**config.mk**
```make
export PLATFORM = sky130hd
export DESIGN_NAME = mem_responder
export DESIGN_NICKNAME = d
export VERILOG_FILES = /design/src/rtl/nanop_pkg.sv /design/src/rtl/mem_responder_ram.sv /design/src/rtl/mem_responder.sv
export SDC_FILE = /design/constraint.sdc
export NUM_CORES = 2
export LEC_CHECK = 0
export CAP_MARGIN = 20
export CORE_ASPECT_RATIO = 0.8
export CORE_MARGIN = 2
export CORE_UTILIZATION = 61
export DETAILED_ROUTE_END_ITERATION = 7
export GPL_ROUTABILITY_DRIVEN = 0
export PLACE_DENSITY = 0.84
export SLEW_MARGIN = 20
export SYNTH_ARGS = -nofsm -noshare
export SYNTH_HDL_FRONTEND = slang
export SYNTH_SLANG_ARGS = --single-unit
```
**constraint.sdc**
```tcl
create_clock -name clk -period 5.52 [get_ports clk]
set_input_delay 1.104 -clock clk [delete_from_list [all_inputs] [get_ports clk]]
set_output_delay 1.104 -clock clk [all_outputs]
set_load 0.1 [all_outputs]
```
**src/rtl/nanop_pkg.sv**
```systemverilog
// Shared definitions for the nano-processor memory subsystem:
// responder states, the memory-mapped port address and the instruction opcodes.
package nanop_pkg;

    typedef enum logic {
        LOAD = 1'b0,
        RUN  = 1'b1
    } state_t;

    localparam logic [7:0] PORT_ADDR = 8'hFF;

    localparam logic [7:0] OP_NOP = 8'h00;
    localparam logic [7:0] OP_ADD = 8'h01;
    localparam logic [7:0] OP_SUB = 8'h02;
    localparam logic [7:0] OP_LDA = 8'h03;
    localparam logic [7:0] OP_STA = 8'h04;
    localparam logic [7:0] OP_JMP = 8'h05;
    localparam logic [7:0] OP_HLT = 8'h0F;

endpackage

```
**src/rtl/mem_responder_ram.sv**
```systemverilog
// 256x8 memory with one write and one read port, both clocked on the falling edge;
// a same-edge read of the written address returns the old contents.
module ram_dp (
    input  logic       clk,
    input  logic       we,
    input  logic [7:0] waddr,
    input  logic [7:0] wdata,
    input  logic [7:0] raddr,
    output logic [7:0] rdata
);

    logic [7:0] mem [256];

    always_ff @(negedge clk) begin
        if (we) begin
            mem[waddr] <= wdata;
        end
        rdata <= mem[raddr];
    end

endmodule

```
**src/rtl/mem_responder.sv**
```systemverilog
// Program memory responder: loads a program byte-stream while holding the processor,
// then serves processor reads/writes with a memory-mapped LED port at PORT_ADDR.
module mem_responder
    import nanop_pkg::*;
(
    input  logic       clk,
    input  logic       reset,
    input  logic [7:0] ADDR,
    input  logic [7:0] D,
    input  logic       WRITE,
    output logic [7:0] Q,
    output logic       cpu_reset_n,
    input  logic       load_valid,
    input  logic [7:0] load_data,
    input  logic       load_last,
    output logic       load_ready,
    input  logic       load_start,
    output logic [7:0] LedBar
);

    state_t     state, state_next;
    logic [7:0] load_addr, load_addr_next;
    logic       accept;

    logic       pend_valid;
    logic [7:0] pend_addr, pend_data;

    logic       rst_q;
    logic       q_clear, q_from_port;
    logic [7:0] port_snap, ram_q;

    logic       port_hit;
    logic       ram_we;
    logic [7:0] ram_waddr, ram_wdata;

    assign load_ready  = (state == LOAD);
    assign cpu_reset_n = (state == RUN);
    assign accept      = load_valid & load_ready;
    assign port_hit    = (ADDR == PORT_ADDR);

    always_comb begin
        state_next     = state;
        load_addr_next = load_addr;
        case (state)
            LOAD: begin
                if (accept) begin
                    if (load_last || load_addr == 8'hFF) begin
                        state_next     = RUN;
                        load_addr_next = '0;
                    end else begin
                        load_addr_next = load_addr + 8'd1;
                    end
                end
            end
            RUN: begin
                if (load_start) begin
                    state_next     = LOAD;
                    load_addr_next = '0;
                end
            end
            default: state_next = LOAD;
        endcase
    end

    always_ff @(posedge clk) begin
        rst_q <= reset;
        if (reset) begin
            state      <= LOAD;
            load_addr  <= '0;
            pend_valid <= 1'b0;
        end else begin
            state      <= state_next;
            load_addr  <= load_addr_next;
            // Pending lives exactly one cycle: it is consumed by the falling edge in between.
            pend_valid <= accept;
            if (accept) begin
                pend_addr <= load_addr;
                pend_data <= load_data;
            end
        end
    end

    // The last loader byte lands on the first falling edge of RUN, ahead of any fetch.
    assign ram_we    = pend_valid | ((state == RUN) & WRITE & ~port_hit);
    assign ram_waddr = pend_valid ? pend_addr : ADDR;
    assign ram_wdata = pend_valid ? pend_data : D;

    ram_dp u_ram (
        .clk   (clk),
        .we    (ram_we),
        .waddr (ram_waddr),
        .wdata (ram_wdata),
        .raddr (ADDR),
        .rdata (ram_q)
    );

    // Reset is taken at the rising edge; the falling-edge registers follow half a cycle later.
    always_ff @(negedge clk) begin
        q_clear     <= rst_q;
        q_from_port <= port_hit;
        port_snap   <= LedBar;
        if (rst_q) begin
            LedBar <= '0;
        end else if (state == RUN && WRITE && port_hit) begin
            LedBar <= D;
        end
    end

    assign Q = q_clear ? '0 : (q_from_port ? port_snap : ram_q);

endmodule

```
==> results of run 1 <==
-- timing repair --
item,CTS
cloned,17
hold buffers,0
setup buffers,62
resized for setup,398
pin swaps,45
setup endpoints to repair,2059
-- kinds of logic after synthesis --
group / share of synthesized area, %
simple gates: 2.66
fa+ha+maj: 0.0152
compound gates: 2.78
flops: 76.2
buf+inv: 2.18
mux: 16.1
-- per-layer routing --
metal | track usage (%) | GRT overflow
met4 | 76.0 | 308
met3 | 68.9 | 45
met2 | 86.2 | 411
met1 | 72.9 | 47
met5 | 47.7 | 6
-- per-stage QoR --
step	setup slack [ns]	cells	cell area (um2)	hold WS, ns	setup TNS [ns]
after floorplan	-0.589	3911	83300	0.440	-1648.23
after global placement	-1.34	6151	91700	0.360	-1909.85
after detailed placement	-1.39	6151	91700	0.360	-1968.50
after CTS	-0.246	8642	108000	0.357	-3.14
==> reports/results.ini, run 1 <==
[clock_network]
cts_htree_levels = 4
ctsLongestPathBuffers = 3
cts_buffer_count = 191
clock_sinks = 2101
clock_tree.root_cell = sky130_fd_sc_hd__clkbuf_16

[global_route]
grt_max_degree = 110
gr-usage-all-layers_pct = 75.6
globalRouteOverflowTotal = 817

[floorplan]
io_pins = 48
initial_utilization_pct = 61.4
dieWidth_um = 415
chipHeight_um = 333
rows = 120

[placement]
detailed_place_hpwl_mm = 150
place.port_buffers = 47

[logic_synthesis]
syn_inst = 3911
post-synth-top-count-cell = sky130_fd_sc_hd__edfxtp_1
top_cells_by_area_in_the_synthesized_netlist = sky130_fd_sc_hd__edfxtp_1, sky130_fd_sc_hd__mux4_2, sky130_fd_sc_hd__mux2i_1
synth_largest_area_cell = sky130_fd_sc_hd__edfxtp_1
synth.ff_latch_count = 2101
post_synth_most_frequent_cells = sky130_fd_sc_hd__edfxtp_1, sky130_fd_sc_hd__mux4_2, sky130_fd_sc_hd__nor2_1
yosysWarnings = 0
postSynthAreaPerCell_um2 = 21.0
yosysSeqAreaShare_pct = 76.2
synth_edf_count = 2064
postSynth.topFlopCell = sky130_fd_sc_hd__edfxtp_1
mapped_nets = 3942
number_of_different_library_cells_in_the_post_synthesis_netlist = 71
portion_of_synthesized_cell_area_occupied_by_the_leading_cell_type_pct = 75.3
synthArstFlopShare_pct = 0
mapped_area_um2 = 82300

[outcome]
failing_step = 5_1_grt
outcome = did not finish
error_line = [ERROR GRT-0232] Routing congestion too high. Check the congestion heatmap in the GUI.

[timing]
grt_worst_setup_endpoint = u_ram.rdata[2]$_DFF_N_/D
worstEndpointType = sequential cell input

==> run 2, diff against run 1 <==
--- a/config.mk
+++ b/config.mk
@@ -6,12 +6,11 @@
 export NUM_CORES = 2
 export LEC_CHECK = 0
 export CAP_MARGIN = 20
-export CORE_ASPECT_RATIO = 0.8
 export CORE_MARGIN = 2
-export CORE_UTILIZATION = 61
+export CORE_UTILIZATION = 40
 export DETAILED_ROUTE_END_ITERATION = 7
 export GPL_ROUTABILITY_DRIVEN = 0
-export PLACE_DENSITY = 0.84
+export PLACE_DENSITY_LB_ADDON = 0.15
 export SLEW_MARGIN = 20
 export SYNTH_ARGS = -nofsm -noshare
 export SYNTH_HDL_FRONTEND = slang
==> run 2 against run 1 <==
Effect of this change: the flow now finishes, with violations (negative setup slack); synthesized area is the same; synthesized cell count did not move.
==> reports/results.ini, run 2 <==
[routing]
detail_route.wl_per_cell_um = 27.0
finalWirelength_mm = 260
drt_pre_antenna_iters = 8
vias = 51300
drtAntennaViolNets = 0
drt-initial-drc-count = 4803
via_cell_ratio = 5.32
drc = 0

[cells_and_area]
total_area_of_multi_input_combinational_cells_um2 = 19600
registers.top_by_ff_count = u_ram.mem
mostFrequentLayoutCells = sky130_fd_sc_hd__inv_1, sky130_fd_sc_hd__edfxtp_1, sky130_fd_sc_hd__buf_4, sky130_fd_sc_hd__mux4_2, sky130_fd_sc_hd__clkbuf_16
largest_reg_flops = 2048
seq_area_um2 = 62700
layout.cells.most_common = sky130_fd_sc_hd__inv_1
post-route-util_pct = 53.6
area_delta_synth_final_pct = 33.3
finalNetCount = 6777
drive_above_1_share_pct = 28.3
layout.filler_cells = 17000

[power_and_ir_drop]
vdd_ir_drop_max_mv = 0.390
power_per_cell_area_nw_per_um2 = 380
static_leakage_nw = 44.1

[clock_network]
hold_buffer_count_at_cts = 0
worst_skew_pair.late_latency_ns = 0.89
cts_buffer_count = 229
cts_tree = built
clkTransAtPathRegs_ns = 0.06
clock_sinks = 2101
ctsLongestPathBuffers = 3
cts_htree_levels = 4
clock_tree.root_cell = sky130_fd_sc_hd__clkbuf_16

[logic_synthesis]
portion_of_synthesized_cell_area_occupied_by_the_leading_cell_type_pct = 75.3
yosysSeqAreaShare_pct = 76.2
post-synth-top-count-cell = sky130_fd_sc_hd__edfxtp_1
synth-xor-area-share_pct = 0
post_synth_and_or_nand_nor_area_fraction_pct = 2.66
combinational_family_with_the_most_area_after_synthesis = multiplexers
synth_edf_count = 2064
synth.ff_latch_count = 2101
synth.area.mux_share_pct = 16.1
synth-adder-area-share_pct = 0.0152
top_cells_by_area_in_the_synthesized_netlist = sky130_fd_sc_hd__edfxtp_1, sky130_fd_sc_hd__mux4_2, sky130_fd_sc_hd__mux2i_1
synth_largest_area_cell = sky130_fd_sc_hd__edfxtp_1
synth_compound_area_share_pct = 2.78
post_synth_most_frequent_cells = sky130_fd_sc_hd__edfxtp_1, sky130_fd_sc_hd__mux4_2, sky130_fd_sc_hd__nor2_1
postSynth.topFlopCell = sky130_fd_sc_hd__edfxtp_1
mapped_area_um2 = 82300
mapped_nets = 3942
synthArstFlopShare_pct = 0
number_of_different_library_cells_in_the_post_synthesis_netlist = 71
syn_inst = 3911
postSynthAreaPerCell_um2 = 21.0
yosysWarnings = 0

[global_route]
first_global_vias = 56100
globalRouteOverflowTotal = 0
first_pass_grt_wire_length_mm = 370
antenna_violations_before_repair = 7
gr-usage-all-layers_pct = 24.8
grt_max_degree = 80

[timing]
timing.final.ws_setup_ns = -0.186
maxSlewHeadroom_pct = 33.3
rsz0062_at_grt = yes
final.setup_skew_ns = 0.103
final.setup.tns_ns = -1.88
timing_max_transition_violations_final = 0
timing_worst_slew_pin_value_ns = 0.997
setup_violations = 29
final_hold_viol_count = 0

[floorplan]
placeableCoreArea_um2 = 205000
initial_utilization_pct = 40.2
rows = 166
die_area_um2 = 209000
chipHeight_um = 458
dieWidth_um = 458
io_pins = 48

[critical_path]
worstPathArrival_ns = 3.66
critPathLaunchType = primary input
cp_max_fo = 10
critPathTopFamily = multiplexers
cpPeakStageDelay_ns = 0.59
worstPathCellList = buf_16 > buf_12 > buf_12 > mux4_2 > mux4_2 > a222oi_1 > buf_4 > or4_4 > a221oi_2
critPathKind = in2reg
crit_required_ns = 3.48
cp.buffers_inverters = 4
timing.critical_path.to_type = flop
crit_path_top_delay_cell = sky130_fd_sc_hd__mux4_2

[placement]
place.port_buffers = 47
detailed_place_hpwl_mm = 168
post_placement_setup_slack_ns = -1.47

[outcome]
outcome = complete, but fails checks
violations = negative setup slack

[worst_hold_path]
timing.hold.worst.class = reg2reg

[job]
drv.max_cap_violation_count = 0

==> run 2: cell counts after synthesis <==
No cell type changed its count.
==> run 2: per-stage QoR <==
step | total power, mW | instance area [um2] | hold slack, ns | instances
after global placement | 22.8 | 92900 | 0.373 | 7103
after floorplan | 21.4 | 83300 | 0.440 | 3911
after CTS | 42.3 | 109000 | 0.395 | 9625
after detailed placement | 22.8 | 92900 | 0.380 | 7103
final | 41.7 | 110000 | 0.386 | 9631
after global routing | 44.2 | 110000 | 0.401 | 9627
==> run 2: cell families (layout without fill, tap and decap cells) <==
logic type,count (synthesis),count (layout)
compound gates,334,334
fa+ha+maj,1,1
buf+inv,248,3276
flops,2101,2101
mux,702,702
other cells,0,4
simple gates,525,525
==> run 2: metal layers <==
metal	up-vias	track usage (%)	part of all wire [%]
li1	22000	-	-
met1	26800	32.3	42
met2	2067	38.4	48
met3	363	7.15	6.7
met4	2	11.9	2.9
met5	-	0	0.0027
==> run 2: area by class of cell <==
| class | count | area share [%] |
|---|---|---|
| inverters | 14 | 0.0525 |
| well taps | 2688 | 3.07 |
| diodes | 4 | 0.00913 |
| multi-input cells | 1562 | 17.9 |
| clock buffers | 229 | 5.23 |
| clock inverters | 2269 | 8.76 |
| repair buffers | 764 | 7.80 |
| flip-flops and latches | 2101 | 57.2 |
==> run 2: worst register-to-register path: stages (launching register included) <==
cell                       delay [ns]
sky130_fd_sc_hd__dfxtp_2         0.54
sky130_fd_sc_hd__buf_12          0.22
sky130_fd_sc_hd__nand2b_1        0.10
sky130_fd_sc_hd__o22ai_1         0.32
sky130_fd_sc_hd__buf_4           0.17
sky130_fd_sc_hd__nand2_1         0.16
sky130_fd_sc_hd__buf_12          0.24
sky130_fd_sc_hd__nor2_2          0.50
==> run 2: worst paths after layout <==
kind	to	slack, ns	cells after the start	from
worst max-delay path	u_ram.rdata[2]	-0.19	9	ADDR[0]
worst min-delay path	port_snap[2]	0.39	0	LedBar[2]
worst max register to register	u_ram.mem[199][7]	0.04	7	pend_valid
worst min register to register	port_snap[2]	0.39	0	LedBar[2]
==> run 2: repair_timing <==
action                     4_1_cts  5_1_grt
buffers inserted                20        4
pin swaps                       23       20
setup endpoints to repair     2070      438
cloned                           7        0
resized for setup              187       90
==> run 2: where the power goes <==
part | switching, mW | internal (mW)
registers | 0.0467 | 17.8
logic | 1.62 | 1.04
clock network | 10.5 | 10.8
No activity file was read; power rests on OpenSTA's default activity.
==> RTL change (flow settings as in run 2) <==
Put one more register stage on the output `LedBar`. The value now appears one clock later. The other outputs are not delayed to match.
--- a/src/rtl/mem_responder.sv
+++ b/src/rtl/mem_responder.sv
@@ -17,6 +17,8 @@
     input  logic       load_start,
     output logic [7:0] LedBar
 );
+
+    logic [7:0] LedBar_s0;
 
     state_t     state, state_next;
     logic [7:0] load_addr, load_addr_next;
@@ -98,15 +100,19 @@
     always_ff @(negedge clk) begin
         q_clear     <= rst_q;
         q_from_port <= port_hit;
-        port_snap   <= LedBar;
+        port_snap   <= LedBar_s0;
         if (rst_q) begin
-            LedBar <= '0;
+            LedBar_s0 <= '0;
         end else if (state == RUN && WRITE && port_hit) begin
-            LedBar <= D;
+            LedBar_s0 <= D;
         end
     end
 
     assign Q = q_clear ? '0 : (q_from_port ? port_snap : ram_q);
 
+    always_ff @(posedge clk) begin
+        LedBar <= LedBar_s0;
+    end
+
 endmodule
 
Check against the original RTL: not checked (the comparison handles one clock edge and no latches or derived clocks); the edit may change what the design does.
==> RTL change against run 2 <==
- the run still ends with setup timing left
- clock power grew 3%
- area after synthesis grew 0.19%
- routed wire length shrank 1.6%
- setup slack lost 0.020 ns
- power grew 1.6%
- hold slack lost 0.023 ns
- sequential cell count grew 8
- final area grew 0.77%
- largest power group unchanged
- highest routed layer is now met4
==> RTL change: results (changes against run 2) <==
Outcome
  • Status: complete, but fails checks (unchanged)
  • Failing checks: setup timing (unchanged)

Route
  • Wire per inst: 26.5 um (was 27.0 um)
  • Final wirelength: 256 mm (was 260 mm)
  • Drt via density: 5.29 (was 5.32)
  • DRT iter0 DRCs: 4,666 (was 4,803)
  • First drt pass iteration count: 5 (was 8)

STA
  • Worst slew margin: 0.318 (was 0.333)
  • Clk_skew: 0.0807 ns (was 0.103 ns)
  • Final worst slack: -0.206 ns (was -0.186 ns)
  • Post-route setup TNS: -4.13 ns (was -1.88 ns)
  • Final setup fails: 111 (was 29)

Placement
  • DP HPWL: 164 mm (was 168 mm)
  • Dpl cell area: 93,000 um^2 (was 92,900 um^2)
  • Dpl ws: -1.55 ns (was -1.47 ns)
  • Port Buffers: 47 (unchanged)
  • Placed Cells incl. Taps: 7,105 (was 7,103)

Power and ir drop
  • Leak pwr: 44.4 nW (was 44.1 nW)
  • Peak VDD IR: 388 uV (was 390 uV)
  • P_sw: 12.0 mW (was 12.1 mW)
  • Pwr dens: 383 nW/um^2 (was 380 nW/um^2)

CTS
  • CTS H-tree lvls: 4 (unchanged)
  • Num CTS Buffers: 228 (was 229)
  • Register clock-pin slew on the reported worst setup and hold paths: 0.05 ns
  • Clk buf depth: 3 (unchanged)
  • Post-cts resize count: 226 (was 187)
  • CTS root buf: clkbuf_16 (unchanged)
  • Post-CTS setup buffer count: 30 (was 20)
  • Clock latency on the worst-skew pair: 0.87 ns (was 0.89 ns)

Yosys
  • Area contributors post-synth: edfxtp_1 75%, mux4_2 13%, mux2i_1 2.3%, nor2_1 1.4%, dfxtp_1 1.1% (was edfxtp_1 75%, mux4_2 13%, mux2i_1 2.3%, nor2_1 1.4%, dfxtp_1 0.90%)
  • Ys async rst share: 0 (unchanged)
  • Mean post-synth cell area: 21.0 um^2 (about the same)
  • Register area share after synthesis: 0.763 (was 0.762)
  • Commonest cells post-synth: 2,064 x edfxtp_1, 464 x mux4_2, 308 x nor2_1 (unchanged)
  • EDFF count, synth: 2,064 (unchanged)
  • YS warnings: 0 (unchanged)
  • Syn nets: 3,950 (was 3,942)
  • Post-synth cell types: 71 (unchanged)
  • Main synth FF type: edfxtp_1 (unchanged)

Layout
  • Layout Nets: 6,807 (was 6,777)
  • Fill count: 16.9k (was 17.0k)
  • Layout cell share with drive strength beyond 1: 0.283 (about the same)
  • Fin area: 111,000 um^2 (was 110,000 um^2)
  • Largest reg by FF count: u_ram.mem (unchanged)

Worst setup path
  • CP top delay family: multiplexers (unchanged)
  • CP max FO: 5 (was 10)
  • Slowest cell delay on critical path: 0.63 ns (was 0.59 ns)
  • Slowest cell on crit path: a222oi_1 (was mux4_2)

GRT
  • GR Util All Layers: 0.243 (was 0.248)
  • Largest net degree at the start of global routing: 97 (was 80)
  • Total grt overflow: 0 (unchanged)
  • Global-route wire length before repair: 363 mm (was 370 mm)
  • Vias in the first global route: 55.9k (was 56.1k)
  • Initial antenna violation count: 9 (was 7)

Min path
  • Hold crit path type: reg2reg (unchanged)
[RTL change: cell count changes after synthesis, sizes merged]
cell   delta
dfxtp     +8
[RTL change: area by class of cell]
cell class              instances  share of cell area
diodes                          2           0.0000453
well taps                    2688              0.0304
clock inverters              2259              0.0881
multi-input cells            1562               0.178
flip-flops and latches       2109               0.569
inverters                      14            0.000544
repair buffers                787              0.0801
clock buffers                 235              0.0531
[RTL change: metal layers]
layer,up-vias,wire length (um),GRT usage
met4,0,7230,0.116
met5,-,0,0
li1,22078,-,-
met3,350,17100,0.0710
met1,26670,108000,0.317
met2,1989,124000,0.376
[RTL change: worst paths after layout]
| path | slack, ns | cells past startpoint | end | start |
|---|---|---|---|---|
| setup / recovery | -0.21 | 8 | u_ram.rdata[2]$_DFF_N_ | ADDR[0] |
| hold reg to reg | 0.36 | 0 | port_snap[2]$_DFF_N_ | LedBar_s0[2]$_SDFFE_NP0P_ |
| hold / removal | 0.36 | 0 | port_snap[2]$_DFF_N_ | LedBar_s0[2]$_SDFFE_NP0P_ |
| setup reg to reg | 0.12 | 7 | u_ram.mem[87][1]$_DFFE_NP_ | pend_valid$_SDFF_PP0_ |
[RTL change: worst reg2reg max path: stages (launching register included)]
cell and delay (ns):
dfxtp_2 0.56, buf_4 0.27, nand2_1 0.08, o32ai_2 0.18, buf_12 0.20, nand3_2 0.16, buf_12 0.22, nor2_2 0.52
[RTL change: kinds of logic (layout without fill, tap and decap cells)]
group,after synthesis,count (layout),share of synthesized area
fa+ha+maj,1,1,0.000152
mux,702,702,0.161
other cells,0,2,0
simple gates,525,525,0.0265
buf+inv,248,3295,0.0218
flops,2109,2109,0.763
compound gates,334,334,0.0277
